--- src/rtl/operand_loader.sv ---
// Operand loader: pops 2*PORT_COUNT FIFO words into multiplier/multiplicand
// slot buses, then handshakes a single start pulse with the accelerator.
//
// state | meaning
// IDLE  | waiting for enable
// LOAD  | popping and capturing the words of one frame
// START | frame complete, waiting for acc_ready to issue mStart
// WAIT  | accelerator running; skip one cycle, then wait for acc_ready
module operand_loader #(
  parameter int BIT_LENGTH = 8,
  parameter int PORT_COUNT = 4,
  parameter int SIGNED     = 1
) (
  input  logic                                Clk,
  input  logic                                Rst,
  input  logic                                enable,
  input  logic                                EMPTY,
  input  logic [BIT_LENGTH-1:0]               fifo_dout,
  output logic                                rd_en,
  input  logic                                acc_ready,
  output logic                                mStart,
  output logic [PORT_COUNT*BIT_LENGTH*2-1:0]  multiplier_out,
  output logic [PORT_COUNT*BIT_LENGTH*2-1:0]  multiplicand_out,
  output logic                                busy,
  output logic [7:0]                          frame_count
);

  localparam int NW    = 2 * PORT_COUNT;
  localparam int CW    = $clog2(NW + 1);
  localparam int SW    = 2 * BIT_LENGTH;
  localparam int BUS_W = PORT_COUNT * SW;

  typedef enum logic [1:0] {IDLE, LOAD, START, WAIT} state_t;

  state_t            state;
  logic [CW-1:0]     req_cnt;
  logic [CW-1:0]     rcv_cnt;
  logic              data_valid;
  logic              wait_armed;
  logic [BUS_W-1:0]  mult_q;
  logic [BUS_W-1:0]  mcand_q;
  logic [SW-1:0]     word_ext;

  generate
    if (SIGNED != 0) begin : g_sext
      assign word_ext = {{BIT_LENGTH{fifo_dout[BIT_LENGTH-1]}}, fifo_dout};
    end else begin : g_zext
      assign word_ext = {{BIT_LENGTH{1'b0}}, fifo_dout};
    end
  endgenerate

  // Gated by Rst so no word is popped or start issued on a reset edge.
  assign rd_en  = !Rst && (state == LOAD) && !EMPTY && (req_cnt < CW'(NW));
  assign mStart = !Rst && (state == START) && acc_ready;
  assign busy   = (state != IDLE);

  assign multiplier_out   = mult_q;
  assign multiplicand_out = mcand_q;

  always_ff @(posedge Clk) begin
    if (Rst) begin
      state       <= IDLE;
      req_cnt     <= '0;
      rcv_cnt     <= '0;
      data_valid  <= 1'b0;
      wait_armed  <= 1'b0;
      frame_count <= 8'd0;
      mult_q      <= '0;
      mcand_q     <= '0;
    end else begin
      data_valid <= rd_en;
      if (rd_en)
        req_cnt <= req_cnt + CW'(1);

      if (data_valid) begin
        for (int k = 0; k < PORT_COUNT; k++) begin
          if (rcv_cnt == CW'(k))
            mult_q[k*SW +: SW] <= word_ext;
          if (rcv_cnt == CW'(k + PORT_COUNT))
            mcand_q[k*SW +: SW] <= word_ext;
        end
        rcv_cnt <= rcv_cnt + CW'(1);
      end

      case (state)
        IDLE: begin
          if (enable) begin
            state   <= LOAD;
            req_cnt <= '0;
            rcv_cnt <= '0;
          end
        end
        LOAD: begin
          if (data_valid && (rcv_cnt == CW'(NW - 1)))
            state <= START;
        end
        START: begin
          if (acc_ready) begin
            state       <= WAIT;
            wait_armed  <= 1'b0;
            frame_count <= frame_count + 8'd1;
          end
        end
        WAIT: begin
          // acc_ready may still reflect the previous run in the first cycle
          if (!wait_armed)
            wait_armed <= 1'b1;
          else if (acc_ready)
            state <= IDLE;
        end
        default: state <= IDLE;
      endcase
    end
  end

endmodule

--- config.mk ---
export PLATFORM = sky130hd
export DESIGN_NAME = operand_loader
export DESIGN_NICKNAME = d
export VERILOG_FILES = /design/src/rtl/operand_loader.sv
export SDC_FILE = /design/constraint.sdc
export NUM_CORES = 1
export LEC_CHECK = 0
export ABC_AREA = 1
export ABC_CLOCK_PERIOD_IN_PS = 1700
export CAP_MARGIN = 25
export CELL_PAD_IN_SITES_DETAIL_PLACEMENT = 1
export CELL_PAD_IN_SITES_GLOBAL_PLACEMENT = 1
export CORE_ASPECT_RATIO = 1.2
export CORE_UTILIZATION = 31
export CTS_CLUSTER_DIAMETER = 100
export DETAILED_ROUTE_END_ITERATION = 12
export PLACE_DENSITY_LB_ADDON = 0.1
export SLEW_MARGIN = 20
export SYNTH_ARGS = -nofsm -noshare
export SYNTH_HDL_FRONTEND = slang
export SYNTH_SLANG_ARGS = --single-unit
--- constraint.sdc ---
create_clock -name Clk -period 1.7 [get_ports Clk]
set_clock_uncertainty 0.15 [all_clocks]
set_input_delay 0.255 -clock Clk [delete_from_list [all_inputs] [get_ports Clk]]
set_output_delay 0.255 -clock Clk [all_outputs]
set_load 0.02 [all_outputs]
==> metrics.md, run 1 <==
| Metric | Value |
|---|---|
| Status | `completed` |
| Number of buffers added on ports | `between 150 and 200` |
| Hpwl dp | `8200 um` |
| Share of layout cells above drive strength 1 | `0.124` |
| Final WL | `11300 um` |
| Inst Count DP | `748` |
| FP Rows | `44` |
| Final setup fails | `0` |
| Reg power frac | `0.404` |
| Global-route wire length before repair | `17900 um` |
| Final Cell Area | `5460 um2` |
| DRT antenna net count | `0` |
| # hold bufs at CTS | `0` |
| Critical Path Slowest Stage Cell | `clkdlybuf4s50_1` |
| Total gr overflow | `0` |
| Die Ht | `about 120 um` |
| Fmax achieved | `600 MHz` |
| Maximum VDD drop | `about 0.00063 V` |
| Syn Area/Cell | `7.74 um2` |
| Family with the most delay on the worst path | `buffers and inverters` |
| Placed inst area | `5150 um2` |
| # nets final | `a little over 600` |
| Clk pin slew, worst setup/hold paths | `around 0.06 ns` |
| Via-to-Cell Ratio | `4.48` |
| P&R area growth vs syn | `42.2%` |
| Starting Density | `0.317` |
| Antenna cells | `0` |
| Reg2reg start | `state[0]` |
| Worst path required time | `1.29 ns` |
| Max Cap Viol | `0` |
| DRT Pass-1 Iters | `4` |
| Most frequent cells in the layout | `nor2_1, dlygate4sd2_1, dfxtp_1, o21ai_0, dlymetal6s2s_1` |
| Gr usage total | `0.181` |
| Cell Int Power | `slightly below 0.004 W` |
| Switching pwr | `0.00137 W` |
| Cells along the critical path | `clkdlybuf4s50_1` |
| Full die area | `12800 um2` |
| Switching share of power | `0.261` |
| Fillcell total | `1492` |
| Clk_lat worst skew | `0.33 ns` |
| Core area | `12100 um2` |
| Post-Syn Area | `3840 um2` |
| Critical hold path startpoint | `frame_count[6]` |
| CTS tree | `done` |
| Worst setup startpoint | `multiplicand_out[21]` |
| Register area share after synthesis | `0.438` |
| Most common cell after layout, fill and taps aside | `nor2_1` |
| Max FO, Critical Path | `2` |
| Vias in the first global route | `3488` |
| Hold WS | `0.311 ns` |
| Vias | `3426` |
| 1st-iter DRT viols | `~110` |
| Multi-input gate area | `~1500 um2` |
| DR WL/cell | `approximately 15 um` |
| Synthesized netlist net count | `slightly above 500` |
| Setup Crit Path Kind | `reg2out` |
| Critical Path AT | `1.26 ns` |
| Crit path launch type | `flop` |
| DRC Markers | `0` |
| Slew Viols, Final | `0` |
| Clock Power Share | `0.428` |
| Measured slew at the worst slew-check pin | `0.460 ns` |
| Clk root buf | `clkbuf_16` |
| Gp weighted congestion | `0.718` |
| Total clock sinks | `84` |
| Slew margin rel. | `0.692` |
| Chip width | `104 um` |
| Initial antenna violation count | `0` |
| Tot Pwr | `0.00526 W` |
| Unique cell type count in the Yosys netlist | `25` |
| CP Capture Type | `output pin` |
| PD cells | `963 nW/um2` |
| Combinational fraction of design power | `0.168` |
| Final worst-path cycle share | `0.981` |
| Tmin final | `1.67 ns` |
| FF+latch count, synth | `84` |
| Final worst slack | `0.0325 ns` |
| Crit path buf inv count | `1` |
| Pin count of the biggest net entering global routing | `43` |
| Cts bufs inserted | `9` |
| Number of I/O pins | `152` |
| LEAKAGE | `about 3.5 nW` |
| Post-Layout Cell Count | `765` |
| Register area | `approximately 1700 um2` |
| Post-Place Worst Slack | `-0.294 ns` |
| Unrepaired setup endpoints after global routing | `true` |
| Synth Instances | `between 400 and 500` |
| CTS Buffer Depth | `2` |
| Critical path's largest stage delay | `0.60 ns` |
| YS warnings | `0` |
| CTS H-tree depth | `3` |
| Fin. Hold Viols | `0` |
| Hold/Removal Path Class | `reg2reg` |
==> cell families after synthesis <==
kind of cell               Yosys count  synth area share
AOI/OAI and AO/OA                   84             0.111
and+or+nand+nor                    199             0.232
adders and majority gates           10            0.0326
DFF                                 84             0.438
buffers and inverters              116             0.180
xor gates and xnor gates             3           0.00684
==> metal layers <==
layer  wire (um)  track usage  up-vias
li1            -            -     1700
met1        4630        0.192     1631
met2        5940        0.340       83
met3         603       0.0539       12
met4         168       0.0634        0
met5           0            0        -
==> sequential cells by signal (all words and copies together) (netlist names) <==
name	count
multiplicand_out	32
multiplier_out	32
frame_count	8
rcv_cnt	4
req_cnt	4
state	2
data_valid	1
wait_armed	1
==> worst reg2reg max path, cell delays in order (launching register included) <==
cell and delay [ns]:
dfxtp_2 0.38, inv_2 0.06, ha_2 0.19, buf_4 0.14
nand2_1 0.08, nand2_1 0.06, nor2_1 0.19, nand3_1 0.11
nand2_1 0.07, nor2_1 0.04
==> path summary, 6_finish.rpt <==
check	endpoint	slack, ns	cells after the start
worst min register to register	frame_count[6]	0.31	2
worst max-delay path	multiplicand_out[21]	0.03	1
worst min-delay path	frame_count[6]	0.31	2
worst max register to register	state[0]	0.13	9
==> power by group through the flow <==
stage	Clock [W]	Combinational, W	Sequential (W)
5_1_grt	0.00237	0.000990	0.00214
2_1_floorplan	0	0.000478	0.00218
6_report	0.00225	0.000884	0.00213
3_3_place_gp	0	0.000908	0.00215
3_5_place_dp	0	0.000928	0.00216
4_1_cts	0.00230	0.000870	0.00212
==> metrics by stage <==
step                       util  setup TNS, ns
final                     0.451              0
after global placement    0.426          -6.53
after CTS                 0.442              0
after global routing      0.451        -0.0132
after detailed placement  0.426          -8.02
after floorplan               -              0
==> cell type report <==
| class | instances | area share |
|---|---|---|
| clock inverter | 4 | 0.0179 |
| timing repair buffer | 173 | 0.293 |
| sequential | 84 | 0.308 |
| multi-input combinational | 297 | 0.274 |
| clock buffer | 11 | 0.0444 |
| tap | 161 | 0.0369 |
| inverter | 35 | 0.0245 |
==> synth_stat cells, drive strengths merged <==
master  instances  area, um2
o21bai          1       7.51
a21oi          12       60.1
nand3           7       35.0
xor2            3       26.3
o21ai          70        350
inv            35        134
nor3            1       5.00
nand2          29        146
ha             10        125
nand4           4       25.0
clkbuf         11       42.5
nor2          158        679
buf            70        515
o21a            1       7.51
dfxtp          84       1680
==> what timing repair did <==
action,4_1_cts,5_1_grt
pin swaps,0,3
endpoints found under the setup margin,110,39
gates cloned,0,1
gates resized for setup,121,38
setup buffers,0,1
endpoints found under the hold margin,0,0
Note: power is estimated with default switching activity, not from simulation.
==> run 2, diff against run 1 <==
--- a/config.mk
+++ b/config.mk
@@ -8,13 +8,11 @@
 export ABC_AREA = 1
 export ABC_CLOCK_PERIOD_IN_PS = 1700
 export CAP_MARGIN = 25
-export CELL_PAD_IN_SITES_DETAIL_PLACEMENT = 1
-export CELL_PAD_IN_SITES_GLOBAL_PLACEMENT = 1
 export CORE_ASPECT_RATIO = 1.2
-export CORE_UTILIZATION = 31
+export CORE_UTILIZATION = 44
 export CTS_CLUSTER_DIAMETER = 100
 export DETAILED_ROUTE_END_ITERATION = 12
-export PLACE_DENSITY_LB_ADDON = 0.1
+export PLACE_DENSITY = 0.81
 export SLEW_MARGIN = 20
 export SYNTH_ARGS = -nofsm -noshare
 export SYNTH_HDL_FRONTEND = slang
==> metrics.md, run 2 (synthesized netlist as in run 1, its figures left out) <==
| Metric | Value |
|---|---|
| DR WL/cell | `12.8 um` |
| Clk_lat worst skew | `0.34 ns` |
| CP Capture Type | `output pin` |
| CTS tree | `done` |
| Worst path required time | `1.29 ns` |
| Pin count of the biggest net entering global routing | `40` |
| Maximum VDD drop | `slightly above 0.0008 V` |
| Hold EP | `frame_count[6]` |
| Vias | `roughly 3400` |
| Critical hold path startpoint | `frame_count[6]` |
| Die Ht | `between 100 and 150 um` |
| Hold WS | `0.307 ns` |
| Measured slew at the worst slew-check pin | `0.478 ns` |
| # hold bufs at CTS | `0` |
| Crit path launch type | `flop` |
| Status | `completed` |
| Vias in the first global route | `between 2000 and 3000` |
| Setup Crit Path Kind | `reg2out` |
| Total clock sinks | `84` |
| Full die area | `9110 um2` |
| 1st-iter DRT viols | `approximately 140` |
| PD cells | `867 nW/um2` |
| Total gr overflow | `0` |
| FP Rows | `36` |
| DRC Markers | `0` |
| Most frequent cells in the layout | `nor2_1, dlygate4sd2_1, dfxtp_1, o21ai_0, nand2_1` |
| Most common cell after layout, fill and taps aside | `nor2_1` |
| Gp weighted congestion | `0.732` |
| CTS Buffer Depth | `2` |
| Hold/Removal Path Class | `reg2reg` |
| Post-Place Worst Slack | `-0.291 ns` |
| Hpwl dp | `6590 um` |
| Number of buffers added on ports | `between 150 and 200` |
| Final Util | `0.619` |
| Antenna cells | `0` |
| Final setup fails | `0` |
| Setup bufs post-CTS | `0` |
| Max Cap Viol | `0` |
| Clk root buf | `clkbuf_8` |
| Final worst slack | `0.0494 ns` |
| Reg2reg path depth | `7` |
| LEAKAGE | `3.03 nW` |
| Post-Layout Cell Count | `between 700 and 800` |
| Tot Pwr | `roughly 0.0044 W` |
| Fin. Hold Viols | `0` |
| DRT antenna net count | `0` |
| Inst Count DP | `696` |
| Core area | `8290 um2` |
| Reg2reg start | `rcv_cnt[0]` |
| DRT Pass-1 Iters | `4` |
| P&R area growth vs syn | `33.5%` |
| Gr usage total | `0.201` |
| Cts bufs inserted | `9` |
| Critical Path AT | `1.25 ns` |
| Starting Density | `0.463` |
| Chip width | `87.3 um` |
| Global-route wire length before repair | `14500 um` |
| Worst reg2reg endpoint | `multiplier_out[33]` |
| Clk pin slew, worst setup/hold paths | `0.08 ns` |
| Hold Crit Depth | `2` |
| Tmin final | `roughly 1.7 ns` |
| Number of I/O pins | `~150` |
| Share of layout cells above drive strength 1 | `0.117` |
| Slew Viols, Final | `0` |
| CTS H-tree depth | `3` |
| R2R Setup Slk | `0.14 ns` |
| Slew margin rel. | `0.680` |
| Via-to-Cell Ratio | `4.72` |
| Final worst-path cycle share | `0.971` |
| Fmax achieved | `606 MHz` |
| # nets final | `616` |
| Initial antenna violation count | `0` |
| Max FO, Critical Path | `3` |
| Final WL | `just over 9000 um` |
-- run 2: worst max-delay path: stages (launching register included) --
cell,delay [ns]
dfxtp_2,0.34
inv_2,0.06
ha_2,0.19
nand2_2,0.07
nor2_2,0.13
buf_6,0.13
-- run 2: metal layers --
layer,routed length [um],vias up,share of wire,track usage
met5,0,-,0,0
met4,95,0,0.010,0.0714
met3,710,9,0.078,0.0413
met2,4510,139,0.50,0.339
met1,3770,1521,0.41,0.248
li1,-,1690,-,-
-- run 2: through the flow --
step / TNS (ns) / cell area [um2]
after global placement: -8.42 / 5060
after global routing: -0.0342 / 5130
after CTS: 0 / 5090
after detailed placement: -10.26 / 5060
after floorplan: 0 / 3840
final: 0 / 5130
-- run 2: how the worst max path moves through the flow --
stage / end / slack (ns) / startpoint / depth (start not counted)
finish: mStart / 0.05 / state[0] / 5
global route: mStart / -0.02 / state[0] / 5
CTS: multiplicand_out[3] / 0.0003 / multiplicand_out[3] / 1
detailed placement: frame_count[3] / -0.29 / Rst / 6
global placement: rd_en / -0.28 / Rst / 5
floorplan: rcv_cnt[2] / 0.25 / state[0] / 7
-- run 2: repair_timing --
item | 4_1_cts | 5_1_grt
endpoints found under the setup margin | 135 | 35
gates resized for setup | 146 | 15
endpoints found under the hold margin | 0 | 0
pin swaps | 0 | 1
-- run 2: area by class of cell --
cell class / count / area, um2
fillers: 797 / 3160
flip-flops and latches: 84 / 1680
multi-input cells: 296 / 1480
repair buffers: 167 / 1470
clock buffers: 11 / 151
well taps: 114 / 143
inverters: 35 / 134
clock inverters: 5 / 60.1
-- run 2: where the power goes --
group          internal [W]  switching (W)  leakage (nW)  total [W]
clock              0.000762       0.000707         0.106    0.00147
combinational      0.000376       0.000486          2.25   0.000862
sequential          0.00205      0.0000712         0.678    0.00212
==> run 3, diff against run 2 <==
--- a/config.mk
+++ b/config.mk
@@ -10,7 +10,6 @@
 export CAP_MARGIN = 25
 export CORE_ASPECT_RATIO = 1.2
 export CORE_UTILIZATION = 44
-export CTS_CLUSTER_DIAMETER = 100
 export DETAILED_ROUTE_END_ITERATION = 12
 export PLACE_DENSITY = 0.81
 export SLEW_MARGIN = 20
==> results of run 3 <==
Same layout as run 2: the final DEF is identical, and so are final timing and power.
